==> src/rtl/ipsxe_floating_point_fma_out_double_v1_0_pkg.sv <==
// Shared definitions for the FMA output stage.
// Holds the IEEE-754 field widths, constant builders for Inf/QNaN words,
// and the bit positions of the per-word and sticky status flags.
package ipsxe_floating_point_fma_out_double_v1_0_pkg;

   localparam int FP64_EXP_WIDTH = 11;
   localparam int FP64_MAN_WIDTH = 52;

   // Per-word flags {invalid, overflow, underflow}; the sticky vector adds fifo_ovf on top.
   localparam int FLAG_UDF       = 0;
   localparam int FLAG_OVF       = 1;
   localparam int FLAG_INV       = 2;
   localparam int FLAG_FOVF      = 3;
   localparam int NUM_WORD_FLAGS = 3;
   localparam int STICKY_W       = 4;

   function automatic logic [63:0] fp64_inf(input logic sign);
      return {sign, {FP64_EXP_WIDTH{1'b1}}, {FP64_MAN_WIDTH{1'b0}}};
   endfunction

   function automatic logic [63:0] fp64_qnan();
      return {1'b0, {FP64_EXP_WIDTH{1'b1}}, 1'b1, {(FP64_MAN_WIDTH-1){1'b0}}};
   endfunction

endpackage

==> src/rtl/ipsxe_floating_point_fma_out_double_v1_0_if.sv <==
// Bus bundle for the FMA output stage.
// slave : the output stage (consumes rounding-stage inputs, drives the AXI-stream side)
// master: the environment (rounding stage, downstream sink, clock-enable controller)
interface ipsxe_floating_point_fma_out_double_v1_0_if #(
   parameter int EXP_WIDTH = 11,
   parameter int MAN_WIDTH = 52,
   parameter int W_USER    = 1
);
   localparam int FW = 1 + EXP_WIDTH + MAN_WIDTH;

   logic              i_aclken;
   logic              i_valid;
   logic [FW-1:0]     i_rounded_float;
   logic              i_underflow;
   logic              i_overflow;
   logic              i_special_valid;
   logic [FW-1:0]     i_special_float;
   logic              i_invalid_op;
   logic [W_USER-1:0] i_user;
   logic              i_tready;
   logic              i_flag_clr;
   logic              o_tvalid;
   logic [FW-1:0]     o_tdata;
   logic [W_USER-1:0] o_tuser;
   logic [2:0]        o_tflags;
   logic              o_afull;
   logic [3:0]        o_sticky_flags;

   modport slave (
      input  i_aclken, i_valid, i_rounded_float, i_underflow, i_overflow,
             i_special_valid, i_special_float, i_invalid_op, i_user, i_tready, i_flag_clr,
      output o_tvalid, o_tdata, o_tuser, o_tflags, o_afull, o_sticky_flags
   );

   modport master (
      output i_aclken, i_valid, i_rounded_float, i_underflow, i_overflow,
             i_special_valid, i_special_float, i_invalid_op, i_user, i_tready, i_flag_clr,
      input  o_tvalid, o_tdata, o_tuser, o_tflags, o_afull, o_sticky_flags
   );
endinterface

==> src/rtl/ipsxe_floating_point_fma_out_double_v1_0_fifo.sv <==
// Synchronous first-word-fall-through FIFO.
// Ports: clk_i/rst_i; wr_i/din_i write side; rd_i read side (caller guarantees not empty);
// dout_o shows the head word (zero when empty); empty_o; ovf_o flags a write dropped while
// full; cnt_next_o is the occupancy after the current edge.
module ipsxe_floating_point_sync_fifo_fwft_v1_0 #(
   parameter int DATA_W = 8,
   parameter int AW     = 4
) (
   input  logic              clk_i,
   input  logic              rst_i,
   input  logic              wr_i,
   input  logic [DATA_W-1:0] din_i,
   input  logic              rd_i,
   output logic [DATA_W-1:0] dout_o,
   output logic              empty_o,
   output logic              ovf_o,
   output logic [AW:0]       cnt_next_o
);
   localparam int          DEPTH   = 1 << AW;
   localparam logic [AW:0] DEPTH_C = (AW+1)'(DEPTH);
   localparam logic [AW:0] CNT_ONE = (AW+1)'(1);
   localparam logic [AW-1:0] PTR_ONE = AW'(1);

   logic [DATA_W-1:0] mem_q [DEPTH];
   logic [AW-1:0]     wr_ptr_q, rd_ptr_q;
   logic [AW:0]       cnt_q, cnt_d;
   logic              full, wr_ok, rd_ok;

   assign full    = (cnt_q == DEPTH_C);
   assign empty_o = (cnt_q == '0);
   // A read in the same cycle frees the slot, so a full FIFO still accepts the write.
   assign wr_ok   = wr_i & (~full | rd_i);
   assign rd_ok   = rd_i & ~empty_o;
   assign ovf_o   = wr_i & full & ~rd_i;

   always_comb begin
      cnt_d = cnt_q;
      if (wr_ok && !rd_ok)      cnt_d = cnt_q + CNT_ONE;
      else if (!wr_ok && rd_ok) cnt_d = cnt_q - CNT_ONE;
   end
   assign cnt_next_o = cnt_d;

   always_ff @(posedge clk_i) begin
      if (rst_i) begin
         wr_ptr_q <= '0;
         rd_ptr_q <= '0;
         cnt_q    <= '0;
      end else begin
         if (wr_ok) wr_ptr_q <= wr_ptr_q + PTR_ONE;
         if (rd_ok) rd_ptr_q <= rd_ptr_q + PTR_ONE;
         cnt_q <= cnt_d;
      end
   end

   always_ff @(posedge clk_i) begin
      if (wr_ok) mem_q[wr_ptr_q] <= din_i;
   end

   // Storage is not reset; gating with empty keeps the output word at zero after reset.
   assign dout_o = empty_o ? '0 : mem_q[rd_ptr_q];

endmodule

==> src/rtl/ipsxe_floating_point_fma_out_double_v1_0.sv <==
// Output stage of the double-precision FMA pipeline.
// A registered select stage merges the rounded word with the special-case path and applies
// overflow saturation / underflow flush; results are buffered in a FWFT FIFO behind an
// AXI-stream valid/ready port. o_afull feeds the pipeline clock-enable controller and
// o_sticky_flags accumulates {fifo_ovf, invalid, overflow, underflow}.
// Ports: i_clk, i_rst (sync, active-high); bus (slave modport) carries all data/handshake.
module ipsxe_floating_point_fma_out_double_v1_0
   import ipsxe_floating_point_fma_out_double_v1_0_pkg::*;
#(
   parameter int EXP_WIDTH    = FP64_EXP_WIDTH,
   parameter int MAN_WIDTH    = FP64_MAN_WIDTH,
   parameter int W_USER       = 1,
   parameter int FIFO_AW      = 4,
   parameter int AFULL_MARGIN = 14
) (
   input logic i_clk,
   input logic i_rst,
   ipsxe_floating_point_fma_out_double_v1_0_if.slave bus
);
   localparam int FW    = 1 + EXP_WIDTH + MAN_WIDTH;
   localparam int DW    = NUM_WORD_FLAGS + W_USER + FW;
   localparam int DEPTH = 1 << FIFO_AW;
   localparam logic [FIFO_AW:0] AFULL_TH = (FIFO_AW+1)'(DEPTH - AFULL_MARGIN);

   logic                      sel_vld_q;
   logic [FW-1:0]             sel_word_q, sel_word_d;
   logic [NUM_WORD_FLAGS-1:0] sel_flags_q, sel_flags_d;
   logic [W_USER-1:0]         sel_user_q;
   logic                      afull_q;
   logic [STICKY_W-1:0]       sticky_q, sticky_d, sticky_set;
   logic                      wr, rd, fifo_empty, fifo_ovf;
   logic [FIFO_AW:0]          cnt_next;
   logic [DW-1:0]             fifo_dout;

   // Select: special path overrides everything; overflow saturates to signed Inf,
   // underflow flushes to signed zero. Sign always comes from the rounded word.
   always_comb begin
      sel_word_d            = bus.i_rounded_float;
      sel_flags_d           = '0;
      sel_flags_d[FLAG_INV] = bus.i_invalid_op;
      if (bus.i_special_valid) begin
         sel_word_d = bus.i_special_float;
      end else begin
         sel_flags_d[FLAG_OVF] = bus.i_overflow;
         sel_flags_d[FLAG_UDF] = bus.i_underflow;
         if (bus.i_overflow)
            sel_word_d = {bus.i_rounded_float[FW-1], {EXP_WIDTH{1'b1}}, {MAN_WIDTH{1'b0}}};
         else if (bus.i_underflow)
            sel_word_d = {bus.i_rounded_float[FW-1], {(FW-1){1'b0}}};
      end
   end

   always_ff @(posedge i_clk) begin
      if (i_rst)             sel_vld_q <= 1'b0;
      else if (bus.i_aclken) sel_vld_q <= bus.i_valid;
   end

   always_ff @(posedge i_clk) begin
      if (bus.i_aclken) begin
         sel_word_q  <= sel_word_d;
         sel_flags_q <= sel_flags_d;
         sel_user_q  <= bus.i_user;
      end
   end

   // The select register drains into the FIFO on the same enabled edge that reloads it.
   assign wr = sel_vld_q & bus.i_aclken;
   assign rd = ~fifo_empty & bus.i_tready;

   ipsxe_floating_point_sync_fifo_fwft_v1_0 #(
      .DATA_W (DW),
      .AW     (FIFO_AW)
   ) u_fifo (
      .clk_i      (i_clk),
      .rst_i      (i_rst),
      .wr_i       (wr),
      .din_i      ({sel_flags_q, sel_user_q, sel_word_q}),
      .rd_i       (rd),
      .dout_o     (fifo_dout),
      .empty_o    (fifo_empty),
      .ovf_o      (fifo_ovf),
      .cnt_next_o (cnt_next)
   );

   // Flags of every write attempt are accumulated, including a dropped one.
   always_comb begin
      sticky_set = '0;
      if (wr) begin
         sticky_set[NUM_WORD_FLAGS-1:0] = sel_flags_q;
         sticky_set[FLAG_FOVF]          = fifo_ovf;
      end
      sticky_d = (bus.i_flag_clr ? '0 : sticky_q) | sticky_set;
   end

   always_ff @(posedge i_clk) begin
      if (i_rst) begin
         afull_q  <= 1'b0;
         sticky_q <= '0;
      end else begin
         afull_q  <= (cnt_next >= AFULL_TH);
         sticky_q <= sticky_d;
      end
   end

   assign bus.o_tvalid = ~fifo_empty;
   assign {bus.o_tflags, bus.o_tuser, bus.o_tdata} = fifo_dout;
   assign bus.o_afull        = afull_q;
   assign bus.o_sticky_flags = sticky_q;

endmodule

==> src/flat_wrapper.sv <==
// flat-port wrapper written by rule: the top's interface ports become plain ports
module ipsxe_floating_point_fma_out_double_v1_0_flat import ipsxe_floating_point_fma_out_double_v1_0_pkg::*;
#(
   parameter int EXP_WIDTH    = FP64_EXP_WIDTH,
   parameter int MAN_WIDTH    = FP64_MAN_WIDTH,
   parameter int W_USER       = 1,
   parameter int FIFO_AW      = 4,
   parameter int AFULL_MARGIN = 14
)
  (i_clk, i_rst, bus_i_aclken, bus_i_valid, bus_i_rounded_float, bus_i_underflow, bus_i_overflow, bus_i_special_valid, bus_i_special_float, bus_i_invalid_op, bus_i_user, bus_i_tready, bus_i_flag_clr, bus_o_tvalid, bus_o_tdata, bus_o_tuser, bus_o_tflags, bus_o_afull, bus_o_sticky_flags);
  ipsxe_floating_point_fma_out_double_v1_0_if #(.EXP_WIDTH(EXP_WIDTH), .MAN_WIDTH(MAN_WIDTH), .W_USER(W_USER)) bus_i ();
  input logic i_clk;
  input logic i_rst;
  input wire logic [$bits(bus_i.i_aclken)-1:0] bus_i_aclken;
  input wire logic [$bits(bus_i.i_valid)-1:0] bus_i_valid;
  input wire logic [$bits(bus_i.i_rounded_float)-1:0] bus_i_rounded_float;
  input wire logic [$bits(bus_i.i_underflow)-1:0] bus_i_underflow;
  input wire logic [$bits(bus_i.i_overflow)-1:0] bus_i_overflow;
  input wire logic [$bits(bus_i.i_special_valid)-1:0] bus_i_special_valid;
  input wire logic [$bits(bus_i.i_special_float)-1:0] bus_i_special_float;
  input wire logic [$bits(bus_i.i_invalid_op)-1:0] bus_i_invalid_op;
  input wire logic [$bits(bus_i.i_user)-1:0] bus_i_user;
  input wire logic [$bits(bus_i.i_tready)-1:0] bus_i_tready;
  input wire logic [$bits(bus_i.i_flag_clr)-1:0] bus_i_flag_clr;
  output wire logic [$bits(bus_i.o_tvalid)-1:0] bus_o_tvalid;
  output wire logic [$bits(bus_i.o_tdata)-1:0] bus_o_tdata;
  output wire logic [$bits(bus_i.o_tuser)-1:0] bus_o_tuser;
  output wire logic [$bits(bus_i.o_tflags)-1:0] bus_o_tflags;
  output wire logic [$bits(bus_i.o_afull)-1:0] bus_o_afull;
  output wire logic [$bits(bus_i.o_sticky_flags)-1:0] bus_o_sticky_flags;
  assign bus_i.i_aclken = bus_i_aclken;
  assign bus_i.i_valid = bus_i_valid;
  assign bus_i.i_rounded_float = bus_i_rounded_float;
  assign bus_i.i_underflow = bus_i_underflow;
  assign bus_i.i_overflow = bus_i_overflow;
  assign bus_i.i_special_valid = bus_i_special_valid;
  assign bus_i.i_special_float = bus_i_special_float;
  assign bus_i.i_invalid_op = bus_i_invalid_op;
  assign bus_i.i_user = bus_i_user;
  assign bus_i.i_tready = bus_i_tready;
  assign bus_i.i_flag_clr = bus_i_flag_clr;
  assign bus_o_tvalid = bus_i.o_tvalid;
  assign bus_o_tdata = bus_i.o_tdata;
  assign bus_o_tuser = bus_i.o_tuser;
  assign bus_o_tflags = bus_i.o_tflags;
  assign bus_o_afull = bus_i.o_afull;
  assign bus_o_sticky_flags = bus_i.o_sticky_flags;
  ipsxe_floating_point_fma_out_double_v1_0 #(.EXP_WIDTH(EXP_WIDTH), .MAN_WIDTH(MAN_WIDTH), .W_USER(W_USER), .FIFO_AW(FIFO_AW), .AFULL_MARGIN(AFULL_MARGIN)) u_core (.i_clk(i_clk), .i_rst(i_rst), .bus(bus_i));
endmodule
==> config.mk <==
export PLATFORM = sky130hd
export DESIGN_NAME = ipsxe_floating_point_fma_out_double_v1_0_flat
export DESIGN_NICKNAME = d
export VERILOG_FILES = /design/src/rtl/ipsxe_floating_point_fma_out_double_v1_0_pkg.sv /design/src/rtl/ipsxe_floating_point_fma_out_double_v1_0_if.sv /design/src/rtl/ipsxe_floating_point_fma_out_double_v1_0_fifo.sv /design/src/rtl/ipsxe_floating_point_fma_out_double_v1_0.sv /design/src/flat_wrapper.sv
export SDC_FILE = /design/constraint.sdc
export NUM_CORES = 1
export LEC_CHECK = 0
export CAP_MARGIN = 20
export CORE_UTILIZATION = 50
export CTS_CLUSTER_DIAMETER = 200
export DETAILED_ROUTE_END_ITERATION = 12
export GPL_TIMING_DRIVEN = 1
export PLACE_DENSITY = 0.71
export SLEW_MARGIN = 20
export SYNTH_ARGS = -nofsm -noshare
export SYNTH_HDL_FRONTEND = slang
export SYNTH_HIERARCHICAL = 1
export SYNTH_SLANG_ARGS = --single-unit
==> constraint.sdc <==
create_clock -name i_clk -period 8 [get_ports i_clk]
set_input_delay 1.6 -clock i_clk [delete_from_list [all_inputs] [get_ports i_clk]]
set_output_delay 1.6 -clock i_clk [all_outputs]
set_load 0.01 [all_outputs]
==> impl_metrics.yaml, run 1 <==
run_status:
  run_status: "finished, final reports clean"
global_routing:
  grtUsageMet1_pct: 28.4
  first_global_vias: 22500
  antenna_found_initial: 1
  grt_start_max_net_pins: 112
  gr-max-usage-layer: "met2"
  use_met3_pct: 3.34
  grt_pass1_wl_mm: 145
  grtUsageMet2_pct: 36.5
  gr-total-overflow: 0
  grt_use_total_pct: 21.2
timing:
  setup_tns_ns: 0
  hold_ws_ns: 0.476
  rsz0062_at_grt: "false"
  finalCritPeriodShare_pct: 76.2
  hold_viol: 0
  tightestPinTransition_ns: 1.10
  timing.final.crit_period_ns: 6.10
  relSlewSlack_pct: 26.5
  max_freq_mhz: 164
  skew_ns: 0.0285
  setup_viol: 0
  final_max_slew_viol_count: 0
clock_network:
  htree_levels: 3
  cts_setup_buffers: 0
  cts_hold_buf: 0
  cts_buffer_depth: 3
  cts_buffers: 116
  cts_tree: "yes"
  cts_resized: 0
  worstSkewPairLatency_ns: 0.68
  root_buffer: "clkbuf_16"
  clock-sinks: 1179
  clkTransAtPathRegs_ns: 0.06
worst_setup_path:
  cp_data_arrival_time_ns: 4.50
  cp_max_fo: 42
  path_class: "flop to primary output"
  required_ns: 6.40
  worstSetupStartpointType: "flop"
  critPathSlowestCell: "buf_4"
  slowest_delay_ns: 0.78
  crit_chain: "inv_1 > ha_1 > or4b_4 > inv_2 > nor3_4 > buf_4 > a22oi_1 > o21ai_1 > clkdlybuf4s50_1"
  end_kind: "primary output"
finish:
  multi_input_area_um2: 9980
  final_cells: 3591
  diodes: 0
  fillerInstances: 6284
  nets: 2464
  drive_above_1_share_pct: 23.9
  syn_to_final_growth_pct: 16.1
  seq_area_um2: 35200
  stdcell_area_um2: 53100
floorplan:
  fp.dieW_um: 304
  core.rowCount: 110
  io-pin-count: 213
  start_util_pct: 50.7
  die_h_um: 304
  coreArea_um2: 90300
  dieArea_um2: 92700
pwr:
  vdd.ir_drop.worst_v: 0.000172
  powerDensity_nw_per_um2: 240
  p_leak_nw: 16.0
routing:
  firstDrtPassIters: 5
  ant_nets: 0
  vias_per_cell: 5.98
  vias: 21500
  wirelength_mm: 97.2
  drtIter0Drc: 1821
  avgRoutedWirePerCell_um: 27.1
  drc: 0
yosys:
  synth_area_um2: 45800
  synth_area_per_cell_um2: 22.1
  syn_nets: 2215
  yosys_warnings: 6
  syn_inst: 2069
place:
  dp_cells: 3376
  hpwl_mm: 54.8
  port_buffers: 212
  place_congestion: 0.749
  dpl_cell_area_um2: 49200
min_path:
  holdCritPathClass: "flop to flop"
run:
  cap_viol_max_count: 0
-- metal layers --
metal,part of all wire [%],routed length (um),vias to the layer above
li1,-,-,9199
met1,41,39600,11500
met2,52,50400,680
met3,5.5,5370,131
met4,1.8,1780,2
met5,0.013,13,-
-- flip-flops by register name, indices dropped and copies added (netlist names), named ones only --
name and cells:
u_core/bus.o_afull 1, u_core/bus.o_sticky_flags 4, u_core/sel_flags_q 3, u_core/sel_user_q 1
u_core/sel_vld_q 1, u_core/sel_word_q 64, u_core/u_fifo/cnt_q 5, u_core/u_fifo/mem_q 1088
u_core/u_fifo/rd_ptr_q 4, u_core/u_fifo/wr_ptr_q 4
-- cells in the final DEF, fill, tap and decap left out, types with 15 or more instances in the layout --
| cell | n |
|---|---|
| edfxtp_1 | 1156 |
| a22o_1 | 52 |
| nor2_1 | 15 |
| clkinv_2 | 27 |
| clkbuf_16 | 119 |
| a22oi_2 | 40 |
| clkinv_1 | 26 |
| mux4_2 | 271 |
| o21ai_1 | 52 |
| nand2b_1 | 19 |
| bufinv_16 | 16 |
| buf_4 | 37 |
| nor2b_1 | 87 |
| clkdlybuf4s50_1 | 210 |
| mux2i_1 | 73 |
| dfxtp_1 | 19 |
| a211oi_1 | 35 |
-- path summary, 6_finish.rpt --
kind	slack (ns)	depth (start not counted)	end	start
setup / recovery	1.90	9	bus_o_tdata[1]	u_core/u_fifo/cnt_q[1]
hold / removal	0.48	2	u_core/bus.o_sticky_flags[0]	u_core/bus.o_sticky_flags[0]
setup reg to reg	2.87	10	u_core/u_fifo/mem_q[10][23]	u_core/u_fifo/cnt_q[1]
hold reg to reg	0.48	2	u_core/bus.o_sticky_flags[0]	u_core/bus.o_sticky_flags[0]
-- power by group --
| group | total [mW] | switching [mW] | internal (mW) |
|---|---|---|---|
| sequential | 7.03 | 0.137 | 6.90 |
| clock | 5.49 | 2.26 | 3.23 |
| combinational | 0.207 | 0.0912 | 0.115 |
-- critical path, delay by kind of cell, from the launching register on --
family	cells	cell delay [ns]
and+or+nand+nor	2	0.81
adders and majority gates	1	0.24
DFF	1	0.49
buffers and inverters	4	1.82
AOI/OAI and AO/OA	2	0.46
-- cell type report --
| type | count | share of cell area, % |
|---|---|---|
| Clock buffer | 129 | 5.68 |
| Tap cell | 1176 | 2.77 |
| Multi-Input combinational cell | 757 | 18.8 |
| Clock inverter | 86 | 1.66 |
| Sequential cell | 1179 | 66.2 |
| Inverter | 9 | 0.0636 |
| Timing Repair Buffer | 255 | 4.81 |
-- through the flow --
| stage | worst slack [ns] | power [mW] | util (%) |
|---|---|---|---|
| final | 1.90 | 12.7 | 58.8 |
| after detailed placement | 2.27 | 7.38 | 54.5 |
| after global placement | 2.44 | 7.36 | 54.4 |
| after floorplan | 0.134 | 7.19 | - |
| after CTS | 1.86 | 12.8 | 58.8 |
| after global routing | 1.73 | 13.1 | 58.8 |
Power figures use the tool's default switching activity.
==> inputs of run 2 (changes only) <==
--- a/config.mk
+++ b/config.mk
@@ -10,7 +10,7 @@
 export CTS_CLUSTER_DIAMETER = 200
 export DETAILED_ROUTE_END_ITERATION = 12
 export GPL_TIMING_DRIVEN = 1
-export PLACE_DENSITY = 0.71
+export PLACE_DENSITY = 0.68
 export SLEW_MARGIN = 20
 export SYNTH_ARGS = -nofsm -noshare
 export SYNTH_HDL_FRONTEND = slang
==> constraint.sdc (replaced) <==
create_clock -name i_clk -period 6 [get_ports i_clk]
set_input_delay 1.2 -clock i_clk [delete_from_list [all_inputs] [get_ports i_clk]]
set_output_delay 1.2 -clock i_clk [all_outputs]
set_load 0.01 [all_outputs]
==> impl_metrics.yaml, run 2 (synthesized netlist as in run 1, its figures left out) <==
run_status:
  run_status: "finished, final reports clean"
pwr:
  p_leak_nw: 15.9
  power.total_mw: 16.7
  vdd.ir_drop.worst_v: 0.000259
  powerDensity_nw_per_um2: 314
global_routing:
  grt_pass1_wl_mm: 148
  first_global_vias: 22600
  antenna_found_initial: 0
  grt_start_max_net_pins: 69
  gr-total-overflow: 0
  grt_use_total_pct: 21.7
routing:
  drtIter0Drc: 1965
  vias: 21700
  ant_nets: 0
  avgRoutedWirePerCell_um: 27.7
  vias_per_cell: 6.04
  drc: 0
  firstDrtPassIters: 5
  wirelength_mm: 99.6
floorplan:
  dieArea_um2: 92700
  coreArea_um2: 90300
  start_util_pct: 50.7
  die_h_um: 304
  core.rowCount: 110
  fp.dieW_um: 304
  io-pin-count: 213
timing:
  setup_tns_ns: 0
  hold_viol: 0
  skew_ns: 0.0227
  finalCritPeriodShare_pct: 89.4
  setup_viol: 0
  rsz0062_at_grt: "false"
  max_freq_mhz: 187
  relSlewSlack_pct: 24.7
  final_max_slew_viol_count: 0
  timing.final.crit_period_ns: 5.36
  tightestPinTransition_ns: 1.13
  hold_ws_ns: 0.476
worst_setup_path:
  worstSetupStartpointType: "flop"
  cp_max_fo: 50
  slowest_delay_ns: 0.85
  r2r_start: "u_core/u_fifo/cnt_q[1]"
  required_ns: 4.80
  path_class: "flop to primary output"
  end_kind: "primary output"
  critPathSlowestCell: "buf_4"
  crit_chain: "inv_1 > ha_1 > or4b_4 > inv_2 > nor3_4 > buf_4 > a22oi_1 > o21ai_1 > clkdlybuf4s50_1"
  crit_start: "u_core/u_fifo/cnt_q[1]"
  ff2ff_path_depth: 11
  cp_data_arrival_time_ns: 4.16
clock_network:
  cts_buffers: 115
  cts_resized: 0
  cts_hold_buf: 0
  clock-sinks: 1179
  worstSkewPairLatency_ns: 0.67
  cts_tree: "yes"
  root_buffer: "clkbuf_16"
  htree_levels: 3
  cts_setup_buffers: 0
  clkTransAtPathRegs_ns: 0.06
  cts_buffer_depth: 3
place:
  port_buffers: 212
  dp_cells: 3387
  dpl_cell_area_um2: 49400
  place_congestion: 0.757
  hpwl_mm: 53.3
run:
  cap_viol_max_count: 0
finish:
  largest_register_ffs: 1088
  syn_to_final_growth_pct: 16.0
  diodes: 0
  final_cells: 3597
  stdcell_area_um2: 53100
  drive_above_1_share_pct: 23.5
  regMostFlops: "u_core/u_fifo/mem_q"
  final_common_cell: "edfxtp_1"
  nets: 2474
  largestRegisters: "u_core/u_fifo/mem_q: 1088 flops, u_core/sel_word_q: 64 flops, u_core/u_fifo/cnt_q: 5 flops"
  final_cell_mix: "1156 x edfxtp_1, 271 x mux4_2, 210 x clkdlybuf4s50_1"
min_path:
  hold_path_depth: 2
  min_from: "u_core/bus.o_sticky_flags[3]"
  holdCritPathClass: "flop to flop"
==> run 2: path summary, 6_finish.rpt <==
path	slack [ns]	endpoint
hold / removal	0.48	u_core/bus.o_sticky_flags[3]
hold reg to reg	0.48	u_core/bus.o_sticky_flags[3]
setup / recovery	0.64	bus_o_tdata[0]
setup reg to reg	1.77	u_core/u_fifo/mem_q[14][37]
==> run 2: per-stage QoR <==
| step | util [%] | setup WS (ns) |
|---|---|---|
| after floorplan | - | 0.358 |
| after global placement | 54.7 | 1.49 |
| after detailed placement | 54.7 | 1.39 |
| after CTS | 58.8 | 0.647 |
| after global routing | 58.8 | 0.496 |
| final | 58.8 | 0.638 |
==> run 2: per-layer routing <==
layer,up-vias,part of all wire (%),global-route usage (%)
met5,-,0,0
met4,0,1.8,5.23
met3,127,5.6,3.02
met2,687,51,36.8
met1,11700,41,30.0
li1,9216,-,-
==> run 2: worst max-delay path, delay by kind of cell, from the launching register on <==
| kind | cells | cell delay [ns] |
|---|---|---|
| buffers and inverters | 4 | 1.86 |
| AOI/OAI and AO/OA | 2 | 0.40 |
| DFF | 1 | 0.49 |
| adders and majority gates | 1 | 0.23 |
| and+or+nand+nor | 2 | 0.48 |
==> run 2: cell type report <==
class                   instances  area, um^2
clock buffers                 145        3040
clock inverters                65         638
fillers                      6355       37200
inverters                       9        33.8
multi-input cells             757       10000
flip-flops and latches       1179       35200
well taps                    1176        1470
repair buffers                266        2670
==> run 2: power breakdown <==
| part | switching, mW | internal, mW | total [mW] | leakage [nW] |
|---|---|---|---|---|
| logic | 0.128 | 0.154 | 0.282 | 3.47 |
| clock network | 2.96 | 4.05 | 7.01 | 1.78 |
| registers | 0.171 | 9.19 | 9.37 | 10.6 |
| total | 3.26 | 13.4 | 16.7 | 15.9 |
